==> config.mk <==
export PLATFORM = sky130hd
export DESIGN_NAME = request_unit_flat
export DESIGN_NICKNAME = d
export VERILOG_FILES = /design/src/rtl/request_unit_pkg.sv /design/src/rtl/request_unit_if.sv /design/src/rtl/request_unit.sv /design/src/flat_wrapper.sv
export SDC_FILE = /design/constraint.sdc
export NUM_CORES = 1
export LEC_CHECK = 0
export CORE_ASPECT_RATIO = 0.6
export CORE_MARGIN = 5
export CORE_UTILIZATION = 53
export DETAILED_ROUTE_END_ITERATION = 8
export DONT_BUFFER_PORTS = 1
export PLACE_DENSITY = 0.72
export SYNTH_ARGS = -nofsm -noshare
export SYNTH_HDL_FRONTEND = slang
export SYNTH_SLANG_ARGS = --single-unit
==> constraint.sdc <==
create_clock -name clk -period 3.65 [get_ports clk]
set_clock_uncertainty 0.15 [all_clocks]
set_input_delay 0.365 -clock clk [delete_from_list [all_inputs] [get_ports clk]]
set_output_delay 0.365 -clock clk [all_outputs]
set_load 0.05 [all_outputs]
==> src/rtl/request_unit_pkg.sv <==
// rtl/request_unit_pkg.sv - shared types and constants for the request unit
// Purpose: FSM state encoding, default ram address width, address checker.
// Ports: none (package).
package request_unit_pkg;

  localparam int RAM_AW = 12;

  typedef enum logic [1:0] {
    ST_IDLE = 2'd0,
    ST_DREQ = 2'd1,
    ST_IREQ = 2'd2,
    ST_RESP = 2'd3
  } state_e;

  // A word access is bad when it is not word aligned or reaches past the
  // aw-bit ram window.
  function automatic logic addr_bad(input logic [31:0] a, input int aw);
    return (a[1:0] != 2'b00) || ((a >> aw) != 32'd0);
  endfunction

endpackage

==> src/rtl/request_unit_if.sv <==
// rtl/request_unit_if.sv - ram-side bus between the request unit and the ram
// Purpose: groups the single-port ram handshake.
// Ports (signals): write_en, addr, data_in driven by the master (request unit);
//                  data_out, busy driven by the slave (ram).
interface request_unit_if #(
  parameter int AW = 12
) ();

  logic          write_en;
  logic [AW-1:0] addr;
  logic [31:0]   data_in;
  logic [31:0]   data_out;
  logic          busy;

  modport master (output write_en, output addr, output data_in,
                  input  data_out, input  busy);

  modport slave  (input  write_en, input  addr, input  data_in,
                  output data_out, output busy);

endinterface

==> src/rtl/request_unit.sv <==
// rtl/request_unit.sv - arbitrates fetch and data requests onto one ram port
// Purpose: accepts one fetch or data request at a time (data first), runs it
//          on the ram, then reports a one-cycle hit, with d_err on bad addresses.
// Ports: clk, rst (sync, active-high); i_ren/i_addr fetch request;
//        d_ren/d_wen/d_addr/d_wdata data request; instr/ihit, d_rdata/dhit,
//        d_err, stall responses; ram (master modport) to the ram.
module request_unit
  import request_unit_pkg::*;
#(
  parameter int RAM_AW = request_unit_pkg::RAM_AW
) (
  input  logic          clk,
  input  logic          rst,
  input  logic          i_ren,
  input  logic [31:0]   i_addr,
  input  logic          d_ren,
  input  logic          d_wen,
  input  logic [31:0]   d_addr,
  input  logic [31:0]   d_wdata,
  output logic [31:0]   instr,
  output logic          ihit,
  output logic [31:0]   d_rdata,
  output logic          dhit,
  output logic          d_err,
  output logic          stall,
  request_unit_if.master ram
);

  state_e            state_q, state_d;
  logic              is_data_q, is_data_d;
  logic              is_write_q, is_write_d;
  logic              err_q, err_d;
  logic [RAM_AW-1:0] addr_q, addr_d;
  logic [31:0]       wdata_q, wdata_d;
  logic [31:0]       instr_q, instr_d;
  logic [31:0]       d_rdata_q, d_rdata_d;
  logic              in_access;

  always_ff @(posedge clk) begin
    if (rst) begin
      state_q    <= ST_IDLE;
      is_data_q  <= 1'b0;
      is_write_q <= 1'b0;
      err_q      <= 1'b0;
      addr_q     <= '0;
      wdata_q    <= '0;
      instr_q    <= '0;
      d_rdata_q  <= '0;
    end else begin
      state_q    <= state_d;
      is_data_q  <= is_data_d;
      is_write_q <= is_write_d;
      err_q      <= err_d;
      addr_q     <= addr_d;
      wdata_q    <= wdata_d;
      instr_q    <= instr_d;
      d_rdata_q  <= d_rdata_d;
    end
  end

  always_comb begin
    state_d    = state_q;
    is_data_d  = is_data_q;
    is_write_d = is_write_q;
    err_d      = err_q;
    addr_d     = addr_q;
    wdata_d    = wdata_q;
    instr_d    = instr_q;
    d_rdata_d  = d_rdata_q;
    case (state_q)
      ST_IDLE: begin
        if (d_ren || d_wen) begin
          is_data_d  = 1'b1;
          is_write_d = d_wen;
          addr_d     = d_addr[RAM_AW-1:0];
          wdata_d    = d_wdata;
          // Read-and-write at once is ambiguous, so it is rejected like a bad address.
          err_d      = addr_bad(d_addr, RAM_AW) || (d_ren && d_wen);
          state_d    = err_d ? ST_RESP : ST_DREQ;
        end else if (i_ren) begin
          is_data_d  = 1'b0;
          is_write_d = 1'b0;
          addr_d     = i_addr[RAM_AW-1:0];
          wdata_d    = '0;
          err_d      = addr_bad(i_addr, RAM_AW);
          state_d    = err_d ? ST_RESP : ST_IREQ;
        end
      end
      ST_DREQ, ST_IREQ: begin
        if (!ram.busy) begin
          if (state_q == ST_IREQ)  instr_d   = ram.data_out;
          else if (!is_write_q)    d_rdata_d = ram.data_out;
          state_d = ST_RESP;
        end
      end
      ST_RESP: state_d = ST_IDLE;
      default: state_d = ST_IDLE;
    endcase
  end

  assign in_access = (state_q == ST_DREQ) || (state_q == ST_IREQ);

  // rst gates write_en directly so a reset landing in DREQ never writes.
  assign ram.write_en = (state_q == ST_DREQ) && is_write_q && !rst;
  assign ram.addr     = in_access ? addr_q  : '0;
  assign ram.data_in  = in_access ? wdata_q : '0;

  assign ihit    = (state_q == ST_RESP) && !is_data_q;
  assign dhit    = (state_q == ST_RESP) &&  is_data_q;
  assign d_err   = (state_q == ST_RESP) &&  err_q;
  assign instr   = instr_q;
  assign d_rdata = d_rdata_q;
  assign stall   = (i_ren & ~ihit) | ((d_ren | d_wen) & ~dhit);

endmodule

==> src/flat_wrapper.sv <==
// flat-port wrapper written by rule: the top's interface ports become plain ports
module request_unit_flat import request_unit_pkg::*;
#(
  parameter int RAM_AW = request_unit_pkg::RAM_AW
)
  (clk, rst, i_ren, i_addr, d_ren, d_wen, d_addr, d_wdata, instr, ihit, d_rdata, dhit, d_err, stall, ram_write_en, ram_addr, ram_data_in, ram_data_out, ram_busy);
  request_unit_if #(.AW(12)) ram_i ();
  input  logic clk;
  input  logic rst;
  input  logic i_ren;
  input  logic [31:0] i_addr;
  input  logic d_ren;
  input  logic d_wen;
  input  logic [31:0] d_addr;
  input  logic [31:0] d_wdata;
  output logic [31:0] instr;
  output logic ihit;
  output logic [31:0] d_rdata;
  output logic dhit;
  output logic d_err;
  output logic stall;
  output wire logic [$bits(ram_i.write_en)-1:0] ram_write_en;
  output wire logic [$bits(ram_i.addr)-1:0] ram_addr;
  output wire logic [$bits(ram_i.data_in)-1:0] ram_data_in;
  input wire logic [$bits(ram_i.data_out)-1:0] ram_data_out;
  input wire logic [$bits(ram_i.busy)-1:0] ram_busy;
  assign ram_write_en = ram_i.write_en;
  assign ram_addr = ram_i.addr;
  assign ram_data_in = ram_i.data_in;
  assign ram_i.data_out = ram_data_out;
  assign ram_i.busy = ram_busy;
  request_unit #(.RAM_AW(RAM_AW)) u_core (.clk(clk), .rst(rst), .i_ren(i_ren), .i_addr(i_addr), .d_ren(d_ren), .d_wen(d_wen), .d_addr(d_addr), .d_wdata(d_wdata), .instr(instr), .ihit(ihit), .d_rdata(d_rdata), .dhit(dhit), .d_err(d_err), .stall(stall), .ram(ram_i));
endmodule
==> out/metrics.cfg, run 1 <==
[run_status]
status=finished clean

[layout]
mostFrequentLayoutCell=nand2_1
n_fill_cell=685
drive_above_1_share_pct=16.9
synthToLayoutAreaGrowth_pct=29.4
nNetsFinal=769
layout.cells.non_filler=760
antenna_cells=0
regArea_um2=2260
fin_area_um2=6270
mostFrequentLayoutCells=nand2_1, dfxtp_1, dlygate4sd3_1
multi_input_area_um2=2310

[worst_setup_path]
r2r-start=u_core.state_q[0]
ff2ff_path_depth=7
critPathMaxStageDelay_ps=860
regToRegSetupSlack_ps=790
critical-path-slowest-cell=nor2_4
worst_ep_required_time_ps=3840
critPathTopFamily=simple AND/OR/NAND/NOR gates
path_max_fanout=33
cp-end-kind=register
path_cells=inv_1, ha_1, inv_2, nor2_4, a22oi_2, nor2_2, dlygate4sd3_1
r2r-end=u_core.wdata_q[29]
criticalPathCategory=reg2reg
cp_data_arrival_time_ps=3050
startpoint_type=register
critPathBufInv=3

[cts]
cts_resized=0
htree_levels=4
root_buffer=clkbuf_16
cts_made_buffers=17
clock_path_buffers=2
clk_pin_slew_worst_paths_ps=60
clkLatencyLatePin_ps=400
cts_sinks=113
cts_tree=done

[synthesis]
synth_flop_cell=dfxtp_1
synth-edff-count=0
post_synth_num_cell_types=35
synth-adder-area-share_pct=1.03
synth_area_um2=4840
synth_simple_gate_area_share_pct=27.0
ys_seq_area_share_pct=46.7
synth_top_family_by_area=simple AND/OR/NAND/NOR gates
synth_compound_area_share_pct=19.2
syn_nets=702
synthArstFlopShare_pct=0
synth_xor_area_share_pct=0.181
avgSynthCellArea_um2=8.59
ys_warn_count=0
syn_inst=564
synth_mux_area_share_pct=0
synth_seq_cells=113

[placed_design]
portBuffers=0
placed_area_um2=4780
gp_congestion=0.803
dp_hpwl_um=9400
preCtsSetupSlack_ps=1330
dp.cells=642

[detailed_routing]
ant_nets=0
viasPerCell=5.64
wl_per_cell_um=19.6
routed_wl_um=14900
drt_iter0_drc=243
drt_pass1_iterations=4
num_vias=4283
drc=0

[floorplan]
die_x_um=133
start_util_pct=53.5
io_pins=247
die-area_um2=11200
die_height_um=84.1
num_rows=27
core_region_area_um2=9050

[global_routing]
grt_antenna_before_repair=0
gr-total-overflow=0
grt_first_pass_wirelength_um=22800
grt_max_degree=114
first_global_vias=4456
grt_util_all_layers_pct=25.7

[sta]
hold_viol=0
slew_headroom_pct=26.1
finalCritPeriodShare_pct=78.2
setup_tns_ps=0
grt_setup_unrepaired=no
final-max-slew-violation-count=0
period_minus_slack_ps=2860
worstMarginPinSlew_ps=1110
setup_violations=0
holdWs_ps=7.55
fin_ws_ps=794
max_freq_mhz=350

[power]
power.leakage_nw=2.23
power.density_nw_per_um2=879
ir_worst_vdd_mv=0.607

[worst_hold_path]
hp-start=d_addr[7]
worstHoldPathType=in2reg
min_delay_worst_endpoint=u_core.addr_q[7]
whs_path_depth=2

[run]
cap_violations=0

[Yosys cell counts, types with 3 or more instances]
| cell type | number | share of area [%] |
|---|---|---|
| nor2_1 | 23 | 1.8 |
| a311oi_1 | 12 | 2.2 |
| a22oi_2 | 29 | 7.5 |
| nor2_2 | 31 | 4.0 |
| inv_1 | 4 | 0.31 |
| ha_1 | 4 | 1.0 |
| clkbuf_1 | 20 | 1.5 |
| a21oi_1 | 66 | 6.8 |
| dfxtp_1 | 113 | 47 |
| buf_2 | 16 | 1.7 |
| buf_12 | 4 | 1.7 |
| nand2_1 | 143 | 11 |
| and2_1 | 46 | 5.9 |
| o21ai_0 | 12 | 1.2 |
| nor4_1 | 10 | 1.3 |
| buf_4 | 4 | 0.62 |
| a22oi_1 | 3 | 0.46 |
[flip-flops by register name, summed over array words and instances (netlist names)]
signal / cells
u_core.err_q: 1
u_core.d_rdata: 32
u_core.is_write_q: 1
u_core.is_data_q: 1
u_core.wdata_q: 32
u_core.state_q: 2
u_core.instr: 32
u_core.addr_q: 12
[repair_timing]
item                                    4_1_cts  5_1_grt
hold endpoints to repair                    113        0
endpoints found under the setup margin        0        0
hold buffers                                 86        0
buffers inserted                              0        0
[per-layer routing]
layer / share of wire (%) / GRT usage [%]
met5: 0 / 0
met4: 2.3 / 11.3
met3: 7.4 / 7.71
met1: 38 / 26.6
met2: 52 / 47.9
[metrics by stage]
step,utilization [%],total power [W]
finish,69.2,0.00551
detailed placement,52.8,0.00368
global placement,52.8,0.00363
CTS,69.2,0.00550
floorplan,-,0.00356
global route,69.2,0.00576
[final cells by class]
cell class | count | share of cell area, %
flip-flops and latches | 113 | 36.1
repair buffers | 92 | 14.7
multi-input cells | 402 | 36.9
clock inverters | 15 | 2.89
well taps | 116 | 2.32
inverters | 5 | 0.299
clock buffers | 17 | 6.79
[cell families after synthesis]
logic type / Yosys count
AND/OR/NAND/NOR: 270
AO/OA/AOI/OAI: 127
flip-flops: 113
buffers and inverters: 49
adder cells (fa/ha/maj): 4
XOR/XNOR: 1
[worst max-delay path by stage]
stage	start	to	slack, ps	depth (start not counted)
global route	u_core.state_q[1]	u_core.wdata_q[29]	680	7
detailed placement	u_core.state_q[0]	ram_data_in[6]	1330	4
global placement	u_core.state_q[0]	ram_data_in[18]	1380	4
CTS	u_core.state_q[0]	u_core.wdata_q[29]	850	7
floorplan	u_core.state_q[0]	stall	1310	3
finish	u_core.state_q[0]	u_core.wdata_q[29]	790	7
[power breakdown]
group | total, W | internal, W | switching (W)
clock network | 0.00169 | 0.00108 | 0.000608
registers | 0.00204 | 0.00149 | 0.000551
logic | 0.00178 | 0.000523 | 0.00126
(Power assumes the default switching activity.)
==> run 2, diff against run 1 <==
==> constraint.sdc (replaced) <==
create_clock -name clk -period 2.8 [get_ports clk]
set_clock_uncertainty 0.15 [all_clocks]
set_input_delay 0.28 -clock clk [delete_from_list [all_inputs] [get_ports clk]]
set_output_delay 0.28 -clock clk [all_outputs]
set_load 0.05 [all_outputs]
==> out/metrics.cfg, run 2 (synthesis gave the netlist of run 1 again) <==
[global_routing]
gr-total-overflow=0
grt.met1_usage_pct=28.1
grt_max_degree=110
grtUsageMet2_pct=46.1
grt_first_pass_wirelength_um=23000
grt_util_all_layers_pct=25.3
busiest_layer=met2
grtUsageMet3_pct=6.99
first_global_vias=4463
grt_antenna_before_repair=1

[sta]
finalCritPeriodShare_pct=90.9
max_freq_mhz=393
setup_violations=0
fin_ws_ps=256
final-max-slew-violation-count=0
slew_headroom_pct=25.2
hold_viol=0
grt_setup_unrepaired=no
period_minus_slack_ps=2540
setup_tns_ps=0
worstMarginPinSlew_ps=1120

[floorplan]
num_rows=27
die-area_um2=11200
die_x_um=133
start_util_pct=53.5
die_height_um=84.1
io_pins=247
core_region_area_um2=9050

[worst_hold_path]
hp-start=ram_busy
worstHoldPathType=in2reg

[detailed_routing]
drc=0
num_vias=4341
wl_per_cell_um=18.6
ant_nets=0
drt_iter0_drc=148
routed_wl_um=14400
drt_pass1_iterations=5
viasPerCell=5.59

[worst_setup_path]
worst_ep_required_time_ps=2370
startpoint_type=register
cp_data_arrival_time_ps=2110
criticalPathCategory=reg2out
critPathBufInv=2
path_max_fanout=46
cp-end-kind=primary output
critPathMaxStageDelay_ps=520
critPathTopFamily=simple AND/OR/NAND/NOR gates
critical-path-slowest-cell=and2_1
r2r-start=u_core.state_q[1]
critPathLaunch=u_core.state_q[1]
path_cells=inv_1, ha_1, buf_4, and2_1

[cts]
clkLatencyLatePin_ps=390
cts_setup_buffers=0
clk_pin_slew_worst_paths_ps=50
cts_sinks=113
cts_resized=0
htree_levels=4
cts_made_buffers=17
root_buffer=clkbuf_16
cts_tree=done
clock_path_buffers=2

[power]
power_frac_seq_pct=35.9
p_sw_share_pct=42.1
clkPwrFrac_pct=31.3
p_comb_share_pct=32.8
power.leakage_nw=2.36
ir_worst_vdd_mv=0.586
p_int_w=0.00429
power.density_nw_per_um2=1150
p_sw_w=0.00312

[run_status]
status=finished clean

[layout]
mostFrequentLayoutCell=nand2_1
synthToLayoutAreaGrowth_pct=32.8
drive_above_1_share_pct=18.2
nNetsFinal=784
mostFrequentLayoutCells=nand2_1, dfxtp_1, dlygate4sd3_1

[placed_design]
preCtsSetupSlack_ps=444
portBuffers=0
gp_congestion=0.802
dp_hpwl_um=9300

[run]
cap_violations=0

==> run 2: path summary, 6_finish.rpt <==
path,endpoint,slack [ps],cells past startpoint
hold reg to reg,u_core.wdata_q[9],340,2
setup / recovery,ram_data_in[30],260,4
setup reg to reg,u_core.addr_q[9],300,7
hold / removal,u_core.state_q[1],70,2
==> run 2: metrics by stage <==
step | power (W) | cell area (um2) | hold slack [ps] | util (%) | std cells
final | 0.00741 | 6430 | 69.9 | 71.0 | 776
after detailed placement | 0.00486 | 4870 | 208 | 53.7 | 653
after global routing | 0.00778 | 6430 | 84.7 | 71.0 | 776
after CTS | 0.00741 | 6430 | 53.4 | 71.0 | 775
after global placement | 0.00480 | 4870 | 205 | 53.7 | 653
after floorplan | 0.00464 | 4840 | 266 | - | 564
==> run 2: repair_timing <==
| action | in CTS | in global routing |
|---|---|---|
| hold buffers | 90 | 0 |
| setup endpoints to repair | 0 | 0 |
| endpoints found under the hold margin | 113 | 0 |
==> run 2: cell type report <==
cell class / instances / area, um2
Sequential cell: 113 / 2260
Timing Repair Buffer: 107 / 1050
Inverter: 5 / 18.8
Fill cell: 676 / 2620
Antenna cell: 1 / 2.50
Clock inverter: 12 / 179
Multi-Input combinational cell: 402 / 2310
Clock buffer: 20 / 467
Tap cell: 116 / 145
==> run 2: routing by layer <==
layer	share of wire [%]	vias up
met4	1.8	0
met3	7.1	22
met5	0	-
met2	52	207
li1	-	2065
met1	39	2047
==> run 2: power by group through the flow <==
stage | Clock [W] | Combinational [W] | Sequential, W
2_1_floorplan | 0 | 0.00204 | 0.00260
3_3_place_gp | 0 | 0.00213 | 0.00267
3_5_place_dp | 0 | 0.00218 | 0.00268
4_1_cts | 0.00234 | 0.00242 | 0.00265
5_1_grt | 0.00245 | 0.00264 | 0.00269
6_report | 0.00232 | 0.00243 | 0.00266
==> run 2: worst register-to-register path, stage by stage (launching register included) <==
cell,delay [ps]
dfxtp_1,340
inv_1,100
ha_1,300
inv_2,130
nor2_4,450
nor2_1,110
a311oi_1,280
dlygate4sd3_1,580
==> run 3, diff against run 2 <==
--- a/config.mk
+++ b/config.mk
@@ -8,6 +8,7 @@
 export CORE_ASPECT_RATIO = 0.6
 export CORE_MARGIN = 5
 export CORE_UTILIZATION = 53
+export CTS_BUF_LIST = sky130_fd_sc_hd__clkbuf_16
 export DETAILED_ROUTE_END_ITERATION = 8
 export DONT_BUFFER_PORTS = 1
 export PLACE_DENSITY = 0.72
==> out/metrics.cfg, run 3 (synthesis gave the netlist of run 1 again) <==
[worst_setup_path]
critPathTopFamily=simple AND/OR/NAND/NOR gates
path_cells=inv_1, ha_1, buf_4, and2_1
criticalPathCategory=reg2out
critPathMaxStageDelay_ps=510
worst_ep_required_time_ps=2370
startpoint_type=register
cp_data_arrival_time_ps=2120
cp-end-kind=primary output
critical-path-slowest-cell=and2_1
critPathBufInv=2
path_max_fanout=46

[sta]
setup_tns_ps=0
hold_viol=0
grt_setup_unrepaired=no
max_freq_mhz=393
final-max-slew-violation-count=0
period_minus_slack_ps=2550
setup_violations=0
slew_headroom_pct=26.7
worstMarginPinSlew_ps=1100
finalCritPeriodShare_pct=90.9

[placed_design]
placed_area_um2=4870
gp_congestion=0.802
dp_hpwl_um=9300
portBuffers=0

[detailed_routing]
routed_wl_um=14300
drt_pass1_iterations=5
viasPerCell=5.62
wl_per_cell_um=18.5
ant_nets=0
num_vias=4358
drc=0
drt_iter0_drc=238

[cts]
clock_path_buffers=2
cts_made_buffers=17
cts_tree=done
cts_setup_buffers=0
root_buffer=clkbuf_16
htree_levels=4
cts_sinks=113
clk_pin_slew_worst_paths_ps=50
clkLatencyLatePin_ps=390

[global_routing]
gr-total-overflow=0
grt_antenna_before_repair=0
first_global_vias=4477
grt_max_degree=110
grt_first_pass_wirelength_um=23000
grt_util_all_layers_pct=25.4

[run]
cap_violations=0

[floorplan]
num_rows=27
start_util_pct=53.5
die_x_um=133
core_region_area_um2=9050
io_pins=247
die_height_um=84.1
die-area_um2=11200

[layout]
fin_area_um2=6400
drive_above_1_share_pct=17.8
synthToLayoutAreaGrowth_pct=32.1
mostFrequentLayoutCell=nand2_1
regArea_um2=2260
mostFrequentLayoutCells=nand2_1, dfxtp_1, dlygate4sd3_1
multi_input_area_um2=2310
nNetsFinal=784
antenna_cells=0
n_fill_cell=676

[power]
power.leakage_nw=2.34
total_power_w=0.00732
ir_worst_vdd_mv=0.591
power.density_nw_per_um2=1140

[worst_hold_path]
worstHoldPathType=in2reg

[run_status]
status=finished clean

## run 3: metrics by stage
| step | hold WS (ps) | util, % | cells | worst slack (ps) |
|---|---|---|---|---|
| 2_1_floorplan | 266 | - | 564 | 549 |
| 3_3_place_gp | 205 | 53.7 | 653 | 579 |
| 3_5_place_dp | 208 | 53.7 | 653 | 444 |
| 4_1_cts | 50.7 | 70.7 | 775 | 239 |
| 5_1_grt | 79.7 | 70.7 | 775 | 81.8 |
| 6_report | 66.2 | 70.7 | 775 | 255 |
## run 3: final timing paths
kind / to / slack (ps) / from / cells after the start
max reg2reg: u_core.addr_q[11] / 280 / u_core.state_q[1] / 7
min: u_core.state_q[1] / 70 / ram_busy / 2
min reg2reg: u_core.wdata_q[8] / 340 / u_core.wdata_q[8] / 2
max: ram_data_in[20] / 250 / u_core.state_q[1] / 4
## run 3: final cells by class
| cell class | count | share of cell area, % |
|---|---|---|
| timing repair buffer | 107 | 16.3 |
| clock buffer | 17 | 6.65 |
| inverter | 5 | 0.293 |
| multi-input combinational | 402 | 36.1 |
| sequential | 113 | 35.3 |
| clock inverter | 15 | 2.97 |
| tap | 116 | 2.27 |
## run 3: routing by layer
layer	vias to the layer above	track usage [%]	wire length [um]
li1	2060	-	-
met1	2064	28.2	5640
met2	210	46.1	7410
met3	24	7.35	1010
met4	0	9.43	282
met5	-	0	0
## run 3: what timing repair did
action / CTS / global route
endpoints found under the hold margin: 113 / 0
resized for setup: 0 / 0
hold buffers: 90 / 0
## run 3: where the power goes
| part | switching (W) | internal, W | leakage (nW) |
|---|---|---|---|
| registers | 0.000711 | 0.00195 | 0.923 |
| logic | 0.00166 | 0.000777 | 1.12 |
| clock network | 0.000743 | 0.00148 | 0.292 |
| total | 0.00312 | 0.00420 | 2.34 |
